<file path="config.mk">
export PLATFORM = sky130hd
export DESIGN_NAME = alu_cmd_driver
export DESIGN_NICKNAME = d
export VERILOG_FILES = /design/src/rtl/alu_cmd_driver.sv
export SDC_FILE = /design/constraint.sdc
export NUM_CORES = 1
export LEC_CHECK = 0
export ABC_AREA = 1
export CORE_MARGIN = 8
export CORE_UTILIZATION = 40
export CTS_CLUSTER_DIAMETER = 50
export DETAILED_ROUTE_END_ITERATION = 12
export PLACE_DENSITY = 0.69
export SETUP_SLACK_MARGIN = 0.4
export SLEW_MARGIN = 40
export SYNTH_ARGS = -nofsm -noshare
export SYNTH_HDL_FRONTEND = slang
export SYNTH_SLANG_ARGS = --single-unit
</file>
<file path="constraint.sdc">
create_clock -name clk -period 1.6 [get_ports clk]
set_clock_uncertainty 0.15 [all_clocks]
set_input_delay 0.16 -clock clk [delete_from_list [all_inputs] [get_ports clk]]
set_output_delay 0.16 -clock clk [all_outputs]
set_load 0.05 [all_outputs]
</file>
<file path="src/rtl/alu_cmd_driver.sv">
// Command-side initiator for the 4-bit ALU: one command in flight, LAT-cycle wait, 2-entry response FIFO.
// Optional result checking is compiled in with `define ALU_DRV_CHECK_EN.
module alu_cmd_driver #(
  parameter int unsigned LAT = 1
) (
  input  logic       clk,
  input  logic       rst,
  input  logic       cmd_valid,
  output logic       cmd_ready,
  input  logic [1:0] cmd_op,
  input  logic [3:0] cmd_a,
  input  logic [3:0] cmd_b,
  output logic [3:0] alu_a,
  output logic [3:0] alu_b,
  output logic [1:0] alu_sel,
  input  logic [7:0] alu_result,
  output logic       rsp_valid,
  input  logic       rsp_ready,
  output logic [7:0] rsp_data,
  output logic [1:0] rsp_op,
  output logic       rsp_err,
  output logic [7:0] err_cnt
);

  localparam int unsigned CNT_W = 4;
  localparam int unsigned DEPTH = 2;

  typedef enum logic [1:0] {
    ST_IDLE,
    ST_WAIT,
    ST_CAPTURE
  } state_t;

  typedef struct packed {
    logic [1:0] op;
    logic [7:0] data;
    logic       err;
  } rsp_t;

  state_t           state;
  logic [CNT_W-1:0] wait_cnt;
  rsp_t             rsp_buf [DEPTH];
  logic             rd_ptr;
  logic             wr_ptr;
  logic [1:0]       count;
  logic             accept;
  logic             push;
  logic             pop;
  logic             mismatch_c;

  // Ready depends only on flops (and is forced low while reset is held).
  assign cmd_ready = !rst && (state == ST_IDLE) && (count < 2'(DEPTH));
  assign accept    = cmd_valid && cmd_ready;
  assign push      = (state == ST_CAPTURE);
  assign pop       = rsp_valid && rsp_ready;

  assign rsp_valid = (count != 2'd0);
  assign rsp_data  = rsp_buf[rd_ptr].data;
  assign rsp_op    = rsp_buf[rd_ptr].op;
  assign rsp_err   = rsp_buf[rd_ptr].err;

`ifdef ALU_DRV_CHECK_EN
  logic [4:0] exp5;
  logic [7:0] err_cnt_q;

  // Expected value from the latched operands; only the low result bits are compared.
  always_comb begin
    exp5       = 5'd0;
    mismatch_c = 1'b0;
    case (alu_sel)
      2'b00: begin
        exp5       = 5'(alu_a) + 5'(alu_b);
        mismatch_c = (alu_result[4:0] != exp5);
      end
      2'b01: begin
        exp5       = 5'(alu_a) - 5'(alu_b);
        mismatch_c = (alu_result[4:0] != exp5);
      end
      2'b10: begin
        exp5       = 5'(alu_a) * 5'(alu_b);
        mismatch_c = (alu_result[4:0] != exp5);
      end
      default: begin
        mismatch_c = (alu_b != 4'd0) && (alu_result[3:0] != (alu_a / alu_b));
      end
    endcase
  end

  always_ff @(posedge clk or posedge rst) begin
    if (rst) begin
      err_cnt_q <= 8'd0;
    end else if (push && mismatch_c && (err_cnt_q != 8'hFF)) begin
      err_cnt_q <= err_cnt_q + 8'd1;
    end
  end

  assign err_cnt = err_cnt_q;
`else
  assign mismatch_c = 1'b0;
  assign err_cnt    = 8'd0;
`endif

  // Command FSM, operand registers and response FIFO.
  always_ff @(posedge clk or posedge rst) begin
    if (rst) begin
      state      <= ST_IDLE;
      wait_cnt   <= '0;
      alu_a      <= 4'd0;
      alu_b      <= 4'd0;
      alu_sel    <= 2'd0;
      rsp_buf[0] <= '0;
      rsp_buf[1] <= '0;
      rd_ptr     <= 1'b0;
      wr_ptr     <= 1'b0;
      count      <= 2'd0;
    end else begin
      case (state)
        ST_IDLE: begin
          if (accept) begin
            alu_a    <= cmd_a;
            alu_b    <= cmd_b;
            alu_sel  <= cmd_op;
            wait_cnt <= CNT_W'(LAT);
            state    <= ST_WAIT;
          end
        end
        ST_WAIT: begin
          wait_cnt <= wait_cnt - CNT_W'(1);
          if (wait_cnt <= CNT_W'(1)) begin
            state <= ST_CAPTURE;
          end
        end
        ST_CAPTURE: begin
          rsp_buf[wr_ptr] <= '{op: alu_sel, data: alu_result, err: mismatch_c};
          wr_ptr          <= ~wr_ptr;
          state           <= ST_IDLE;
        end
        default: state <= ST_IDLE;
      endcase

      if (pop) begin
        rd_ptr <= ~rd_ptr;
      end

      case ({push, pop})
        2'b10:   count <= count + 2'd1;
        2'b01:   count <= count - 2'd1;
        default: count <= count;
      endcase
    end
  end

endmodule

</file>
== After elaboration in Yosys (flattened, before gate mapping) ==
Cells that the tools add are included.
Word-level totals
  register bits: 42
  output and inout bits: 31
Operators by class
  add/subtract/negate cells: 3
  magnitude comparators: 5
  equal/unequal tests: 6
  multiplexer cells: 12
  bitwise logic cells: 4
  reductions and logical operators: 13
Operators with widths (count)
  two-way mux 11 bit: 4
  bitwise mux 22 bit: 1
  demux 11 bit (select 1 bit): 1
  case mux 2 bit (2 select lines): 2
  case mux 4 bit (2 select lines): 1
  AND reduction 2 bit: 3
  nonzero test 2 bit: 3
  logical AND 1 bit: 5
  == test 2 x 1 -> 1 bit (second input constant): 2
  == test 2 bit (second input constant): 2
  greater-or-equal comparator 2 bit (second input constant): 2
  less-or-equal comparator 4 x 1 -> 1 bit (second input constant): 1
  two-way mux 2 bit: 2
  two-way mux 4 bit: 1
  != test 2 bit (second input constant): 2
  inverter 1 -> 2 bit: 2
  subtractor 4 x 1 -> 4 bit (second input constant): 1
  adder 2 x 1 -> 2 bit (second input constant): 1
  zero test 2 bit: 1
  < comparator 2 x 1 -> 1 bit (second input constant): 1
  < comparator 2 bit (second input constant): 1
  inverter 1 bit: 2
  subtractor 2 x 1 -> 2 bit (second input constant): 1
  zero test 1 bit: 1

== Depth between registers and ports, before layout ==
Gate-level depths: netlist of run 1.
  word-level depth: 6
  mapped depth: 9

== Worst setup path before layout of run 1 ==
OpenSTA, ideal clock, no wires.
  path type: register to register
  start: register count[1]
  end: register count[1]
  library setup time: 0.117 ns
  arrival: 1.563 ns
  slack: -0.230 ns
  stages on the path, launching flop included: 9
  buffers on the path: 0
  cell sequence: dfrtp_1 inv_1 nand2_1 nand2_1 inv_1 ha_1 or2_2 nand4_1 nand2_1
On the way
  cells in the longest elaborated chain, start to end: 4
  elaborated cells on any way between the ends: 8
  classes of those cells: add/sub: 2; eq/ne: 2; mux: 1; reduce/logical: 3
RTL lines
  start: declaration: line 45  | logic [1:0] count;
  start signal: assignment: line 146  | 2'b10: count <= count + 2'd1;
  start signal: assignment: line 147  | 2'b01: count <= count - 2'd1;
  start signal: assignment: line 148  | default: count <= count;
  nonzero test 2 bit (*): line 57  | assign rsp_valid = (count != 2'd0);
  via rsp_valid: line 17  | output logic rsp_valid,
  logical AND 1 bit (*): line 55  | assign pop = rsp_valid && rsp_ready;
  via pop: line 48  | logic pop;
  == test 2 x 1 -> 1 bit or == test 2 bit (tied branches): line 145  | case ({push, pop})
  case mux 2 bit (2 select lines) or nonzero test 2 bit (tied branches)
The timed path passes the listed nets; every way through them passes the cells marked *.
A chain may end at the register's enable or synchronous reset.

== Worst setup path in the final report of run 1 ==
  start: register rd_ptr
  end: output rsp_op[0]
On the way
  cells in the longest elaborated chain, start to end: 4
RTL lines
  start: declaration: line 43  | logic rd_ptr;
  start signal: assignment: line 142  | rd_ptr <= ~rd_ptr;
  inverter 1 -> 2 bit (implied by the code): line 59  | assign rsp_op = rsp_buf[rd_ptr].op;
  two-way mux 11 bit (3 in a row)
  end: declaration: line 20  | output logic [1:0] rsp_op,
Every way passes these cells. The select of a mux whose other input is x is not followed.

==> run_results.csv, run 1 <==
group,metric,value,unit
synthesis,syn_inst,206,
floorplanning,core_area,4660,um2
floorplanning,initial_core_util,41.0,%
floorplanning,row_count,25,
clock_network,clock-sinks,40,
critical_path,path_delay_family,"flip-flops",
synthesis,synthesis.area,1910,um2
layout,antennaDiodeCount,0,
synthesis,synth.area.top_cells,"dfrtp_1 (52%), nand2_1 (12%), mux2_2 (5.9%), o21ai_2 (4.6%), inv_1 (4.1%)",
sta,hold_viol_final,0,
layout,multi_input_area,1090,um2
detailed_routing,firstDrtPassIters,4,
global_routing,met3_usage,5.79,%
sta,period_minus_slack,1.67,ns
place,dpl_worst_slack,0.0421,ns
job,max_cap_violations,0,
layout,instances_no_fill,339,
layout,mostFrequentLayoutCell,"dfrtp_1",
critical_path,critPathMaxStageDelay,0.42,ns
layout,layout_common_cells,"dfrtp_1 (38), nand2_1 (30), nand2_2 (28), clkdlybuf4s50_1 (21), buf_6 (19)",
power_and_ir_drop,seq_power_share,24.6,%
power_and_ir_drop,switching_share,44.0,%
critical_path,end_kind,"output port",
clock_network,clkTransAtPathRegs,0.08,ns
floorplanning,die_y,85.1,um
floorplanning,die_x,85.1,um
detailed_routing,routed_wl,5100,um
critical_path,slowest_stage,"dfrtp_1",
status,violations,"negative setup slack",
synthesis,ys_ff_latch,40,
synthesis,synth.top_cell.area_share,52.4,%
sta,setup_viol_count_final,10,
global_routing,gr-usage-met1,14.9,%
layout,nFillCells,334,
power_and_ir_drop,power.switching,0.00354,W
layout,drive_above_1_share,56.5,%
layout,area_growth,72.5,%
critical_path,required,1.29,ns
synthesis,synth_area_per_cell,9.28,um2
critical_path,cp_cell_sequence,"buf_4 -> mux2_4 -> buf_12",
sta,max_freq,0.600,GHz
global_routing,grt_start_max_net_pins,41,
detailed_routing,drt_iter0_markers,96,
detailed_routing,antenna_left,0,
power_and_ir_drop,pwr-share-clk,10.4,%
power_and_ir_drop,comb_power_share,65.0,%
global_routing,grt_pass1_vias,1662,
synthesis,yosysSeqAreaShare,52.4,%
synthesis,yosysUniqueCellTypes,24,
global_routing,grt_pass1_wl,7900,um
detailed_routing,wl_per_cell,15.0,um
min_path,min_path_type,"input port to flip-flop",
power_and_ir_drop,peakVddDrop,1280,uV
clock_network,htree_levels,2,
sta,final_max_slew_viol_count,0,
clock_network,ctsHoldBuffers,0,
detailed_routing,num_vias,1635,
layout,final_nets,309,
power_and_ir_drop,internal_power,0.00451,W
place,port_buffers,43,
clock_network,cts_tree,"built",
critical_path,crit_buf_inv,2,
power_and_ir_drop,p_leak,1.59,nW
power_and_ir_drop,power.density,2440,nW/um2
floorplanning,io_pins,53,
floorplanning,dieArea,7250,um2
detailed_routing,drc,0,
synthesis,ys_warn_count,0,
global_routing,grt.total_usage,13.7,%
global_routing,overflow,0,
layout,seq_area,1000,um2
critical_path,worstSetupStartpointType,"flip-flop",
place,dp.cells,301,
place,place.gp.congestion,0.711,
detailed_routing,avgViaCountPerCell,4.82,
sta,setup_slack,-0.0663,ns
clock_network,cts-root-buf,"clkbuf_8",
clock_network,numCtsBuffers,5,
sta,rsz0062_at_grt,"true",
clock_network,clk_latency,0.30,ns
global_routing,grt.busiest_layer,"met2",
critical_path,cp_max_fo,3,
global_routing,antenna_found_initial,0,
clock_network,clockBufferDepth,2,
critical_path,arrival,1.36,ns
critical_path,criticalPathCategory,"flip-flop to output port",
status,status,"finished with violations",
synthesis,synth_top_cell_by_area,"dfrtp_1",
sta,final.period_utilization,104,%
place,detailed_place_hpwl,2830,um
global_routing,use_met2,23.4,%
==> layer usage <==
| metal | share of wire (%) | vias up |
|---|---|---|
| met3 | 8.1 | 13 |
| met1 | 39 | 777 |
| met5 | 0 | - |
| met4 | 2.7 | 0 |
| li1 | - | 789 |
| met2 | 50 | 56 |
==> worst register-to-register path, delay by kind of cell, from the launching register on <==
family | cells | cell delay, ns
adder cells (fa/ha/maj) | 1 | 0.14
buffers and inverters | 2 | 0.13
AND/OR/NAND/NOR | 5 | 0.48
flip-flops | 1 | 0.45
==> worst paths after layout <==
path | from | endpoint | slack (ns) | cells past startpoint
hold reg to reg | rsp_buf[14] | rsp_buf[14] | 0.34 | 2
setup reg to reg | count[1] | count[1] | 0.14 | 8
min in group asynchronous | rst | count[1] | 0.26 | 4
max in group asynchronous | rst | state[1] | 0.83 | 4
setup / recovery | rd_ptr | rsp_op[0] | -0.07 | 3
hold / removal | cmd_a[2] | alu_a[2] | 0.24 | 3
==> synth_stat cells <==
cell / n
buf_2: 2
buf_4: 10
buf_6: 2
clkbuf_1: 2
conb_1: 1
dfrtp_1: 40
ha_1: 3
inv_1: 21
inv_2: 2
mux2_2: 10
nand2_1: 62
nand2_2: 10
nand3_1: 7
nand3_2: 1
nand4_1: 1
nor2_1: 5
nor2_2: 1
o211ai_1: 1
o21ai_0: 10
o21ai_2: 10
or2_0: 1
or2_2: 1
or2_4: 1
xnor2_1: 2
==> cell type report <==
| type | count | area share (%) |
|---|---|---|
| inverter | 23 | 3.15 |
| timing repair buffer | 76 | 28.0 |
| clock buffer | 5 | 2.09 |
| multi-input combinational | 138 | 33.0 |
| clock inverter | 3 | 1.29 |
| sequential | 40 | 30.4 |
| tap | 54 | 2.05 |
==> metrics by stage <==
| stage | setup TNS, ns | power, W | hold slack [ns] | area, um2 | utilization (%) |
|---|---|---|---|---|---|
| after CTS | -0.617 | 0.00747 | 0.237 | 3010 | 64.5 |
| final | -0.538 | 0.00804 | 0.243 | 3300 | 70.8 |
| after global placement | 0 | 0.00592 | 0.312 | 2580 | 55.3 |
| after detailed placement | 0 | 0.00601 | 0.321 | 2580 | 55.3 |
| after global routing | -0.953 | 0.00849 | 0.263 | 3300 | 70.8 |
| after floorplan | 0 | 0.00451 | -0.0112 | 2040 | - |
==> flip-flops by register name, summed over array words and instances (netlist names) <==
name and count:
alu_sel 2, count 2, alu_a 4, rd_ptr 1
alu_b 4, state 2, wr_ptr 1, wait_cnt 4
rsp_buf 20
==> kinds of logic after synthesis <==
group,synth area share (%)
other,0.196
multiplexers,5.89
adder cells (fa/ha/maj),1.96
buffers and inverters,10.5
AO/OA/AOI/OAI,7.59
flip-flops,52.4
AND/OR/NAND/NOR,20.6
XOR/XNOR,0.916
==> power by group through the flow <==
stage	combinational [W]	clock, W	sequential (W)
after CTS	0.00471	0.000843	0.00192
after global routing	0.00554	0.000898	0.00204
after global placement	0.00407	0	0.00185
after floorplan	0.00232	0	0.00219
final	0.00523	0.000833	0.00198
after detailed placement	0.00414	0	0.00187
==> timing repair <==
action | 4_1_cts | 5_1_grt
gates resized for setup | 68 | 41
cloned | 3 | 3
pin swaps | 23 | 33
setup buffers | 13 | 11
endpoints found under the setup margin | 45 | 62
(Power assumes the default switching activity.)
==> inputs of run 2 (changes only) <==
--- a/config.mk
+++ b/config.mk
@@ -6,7 +6,6 @@
 export NUM_CORES = 1
 export LEC_CHECK = 0
 export ABC_AREA = 1
-export CORE_MARGIN = 8
 export CORE_UTILIZATION = 40
 export CTS_CLUSTER_DIAMETER = 50
 export DETAILED_ROUTE_END_ITERATION = 12
==> run 2 against run 1 <==
  * The flow still finishes with violations (negative setup slack)
  * Setup slack got worse by 0.0021 ns
  * Sequential cell count unchanged
  * First-iteration DRC count decreased by 29%
  * Final cell count increased by 1.8%
  * Die area decreased by 30%
  * Critical endpoint unchanged
==> run_results.csv, run 2 (synthesis gave the netlist of run 1 again) <==
group,metric,value,unit
layout,largest_reg_flops,20,
clock_network,htree_levels,2,
detailed_routing,wl_per_cell,15.0,um
detailed_routing,antenna_left,0,
critical_path,r2r_start,"count[1]",
sta,tns,-0.567,ns
global_routing,grt.total_usage,19.9,%
clock_network,cts-root-buf,"clkbuf_8",
power_and_ir_drop,p_leak,1.63,nW
job,max_cap_violations,0,
status,violations,"negative setup slack",
critical_path,required,1.29,ns
sta,hold_viol_final,0,
detailed_routing,firstDrtPassIters,6,
floorplanning,core_area,4470,um2
layout,drive_above_1_share,57.3,%
critical_path,r2r_cells,9,
place,placed_area,2580,um2
layout,largest-register,"rsp_buf",
clock_network,clock-sinks,40,
power_and_ir_drop,comb_power_share,65.3,%
place,detailed_place_hpwl,2470,um
layout,area_growth,75.8,%
power_and_ir_drop,power.density,2470,nW/um2
layout,nFillCells,306,
sta,max_freq,0.599,GHz
sta,setup_viol_count_final,10,
detailed_routing,avgViaCountPerCell,4.80,
layout,final_cell_area,3360,um2
critical_path,criticalPathCategory,"flip-flop to output port",
power_and_ir_drop,pwr-share-clk,11.0,%
global_routing,overflow,0,
detailed_routing,drt_iter0_markers,68,
power_and_ir_drop,switching_share,43.3,%
min_path,min_path_type,"input port to asynchronous set/reset pin",
critical_path,end_kind,"output port",
floorplanning,row_count,24,
global_routing,grt_start_max_net_pins,32,
sta,period_minus_slack,1.67,ns
status,status,"finished with violations",
place,place.gp.congestion,0.743,
detailed_routing,num_vias,1656,
power_and_ir_drop,peakVddDrop,1240,uV
critical_path,worstSetupEndpoint,"rsp_op[0]",
critical_path,regToRegSetupSlack,0.06,ns
critical_path,arrival,1.36,ns
power_and_ir_drop,internal_power,0.00471,W
sta,final.period_utilization,104,%
clock_network,clk_latency,0.30,ns
floorplanning,dieArea,5060,um2
floorplanning,die_y,71.1,um
clock_network,numCtsBuffers,5,
clock_network,ctsHoldBuffers,0,
detailed_routing,routed_wl,5180,um
layout,final_nets,317,
power_and_ir_drop,report.power.total,0.00831,W
sta,final_max_slew_viol_count,0,
clock_network,clkTransAtPathRegs,0.08,ns
critical_path,worstReg2RegEnd,"count[1]",
layout,layout_common_cells,"dfrtp_1 (37), nand2_1 (33), nand2_2 (31), buf_6 (22)",
power_and_ir_drop,seq_power_share,23.7,%
critical_path,cp_max_fo,10,
layout,mostFrequentLayoutCell,"dfrtp_1",
clock_network,cts_tree,"built",
place,dp.cells,298,
sta,rsz0062_at_grt,"true",
layout,fin_util,75.1,%
global_routing,antenna_found_initial,0,
power_and_ir_drop,power.switching,0.00360,W
global_routing,grt_pass1_wl,7600,um
clock_network,clockBufferDepth,2,
critical_path,critical_path.startpoint,"rd_ptr",
global_routing,grt_pass1_vias,1601,
floorplanning,initial_core_util,42.7,%
critical_path,worstSetupStartpointType,"flip-flop",
floorplanning,die_x,71.1,um
floorplanning,io_pins,53,
sta,setup_slack,-0.0684,ns
layout,instances_no_fill,345,
layout,antennaDiodeCount,0,
detailed_routing,drc,0,
place,port_buffers,43,
[run 2: area by class of cell]
class | count | area (um2) | share of cell area, %
Clock buffer | 7 | 96.3 | 2.87
Inverter | 23 | 104 | 3.09
Timing Repair Buffer | 82 | 971 | 28.9
Timing Repair inverter | 1 | 6.26 | 0.186
Multi-Input combinational cell | 139 | 1080 | 32.2
Clock inverter | 1 | 30.0 | 0.894
Tap cell | 52 | 65.1 | 1.94
Sequential cell | 40 | 1000 | 29.9
[run 2: through the flow]
step / hold slack, ns / worst slack [ns]
finish: 0.156 / -0.0684
global route: 0.185 / -0.105
CTS: 0.114 / -0.0652
detailed placement: 0.321 / 0.0843
global placement: 0.316 / 0.108
floorplan: -0.0112 / 0.142
[run 2: what timing repair did]
action / in CTS / in global routing
endpoints found under the setup margin: 51 / 60
cloned: 8 / 1
pin swaps: 25 / 32
setup buffers: 13 / 17
gates resized for setup: 75 / 36
[run 2: worst min-delay path by stage]
| stage | start | end | slack, ns |
|---|---|---|---|
| after floorplan | rst | alu_a[0] | -0.01 |
| after global placement | rsp_buf[8] | rsp_buf[8] | 0.32 |
| after detailed placement | alu_a[0] | alu_a[0] | 0.32 |
| after CTS | rst | count[1] | 0.11 |
| after global routing | rst | count[1] | 0.18 |
| final | rst | count[1] | 0.16 |
[run 2: metal layers]
layer | global-route usage (%) | up-vias | wire length (um)
met4 | 6.89 | 0 | 104
met3 | 5.27 | 10 | 190
met1 | 24.6 | 798 | 2150
li1 | - | 803 | -
met5 | 0 | - | 0
met2 | 33.7 | 45 | 2740
[run 2: critical path, stage by stage, from the launching register on]
cell and delay [ns]:
dfrtp_1 0.42, buf_12 0.17, mux2_4 0.32, buf_12 0.15
[run 2: power groups by stage]
stage | Clock [W] | Combinational, W | Sequential, W
after CTS | 0.000925 | 0.00479 | 0.00193
after detailed placement | 0 | 0.00411 | 0.00187
final | 0.000914 | 0.00543 | 0.00197
after global placement | 0 | 0.00406 | 0.00187
after floorplan | 0 | 0.00232 | 0.00219
after global routing | 0.000958 | 0.00571 | 0.00202
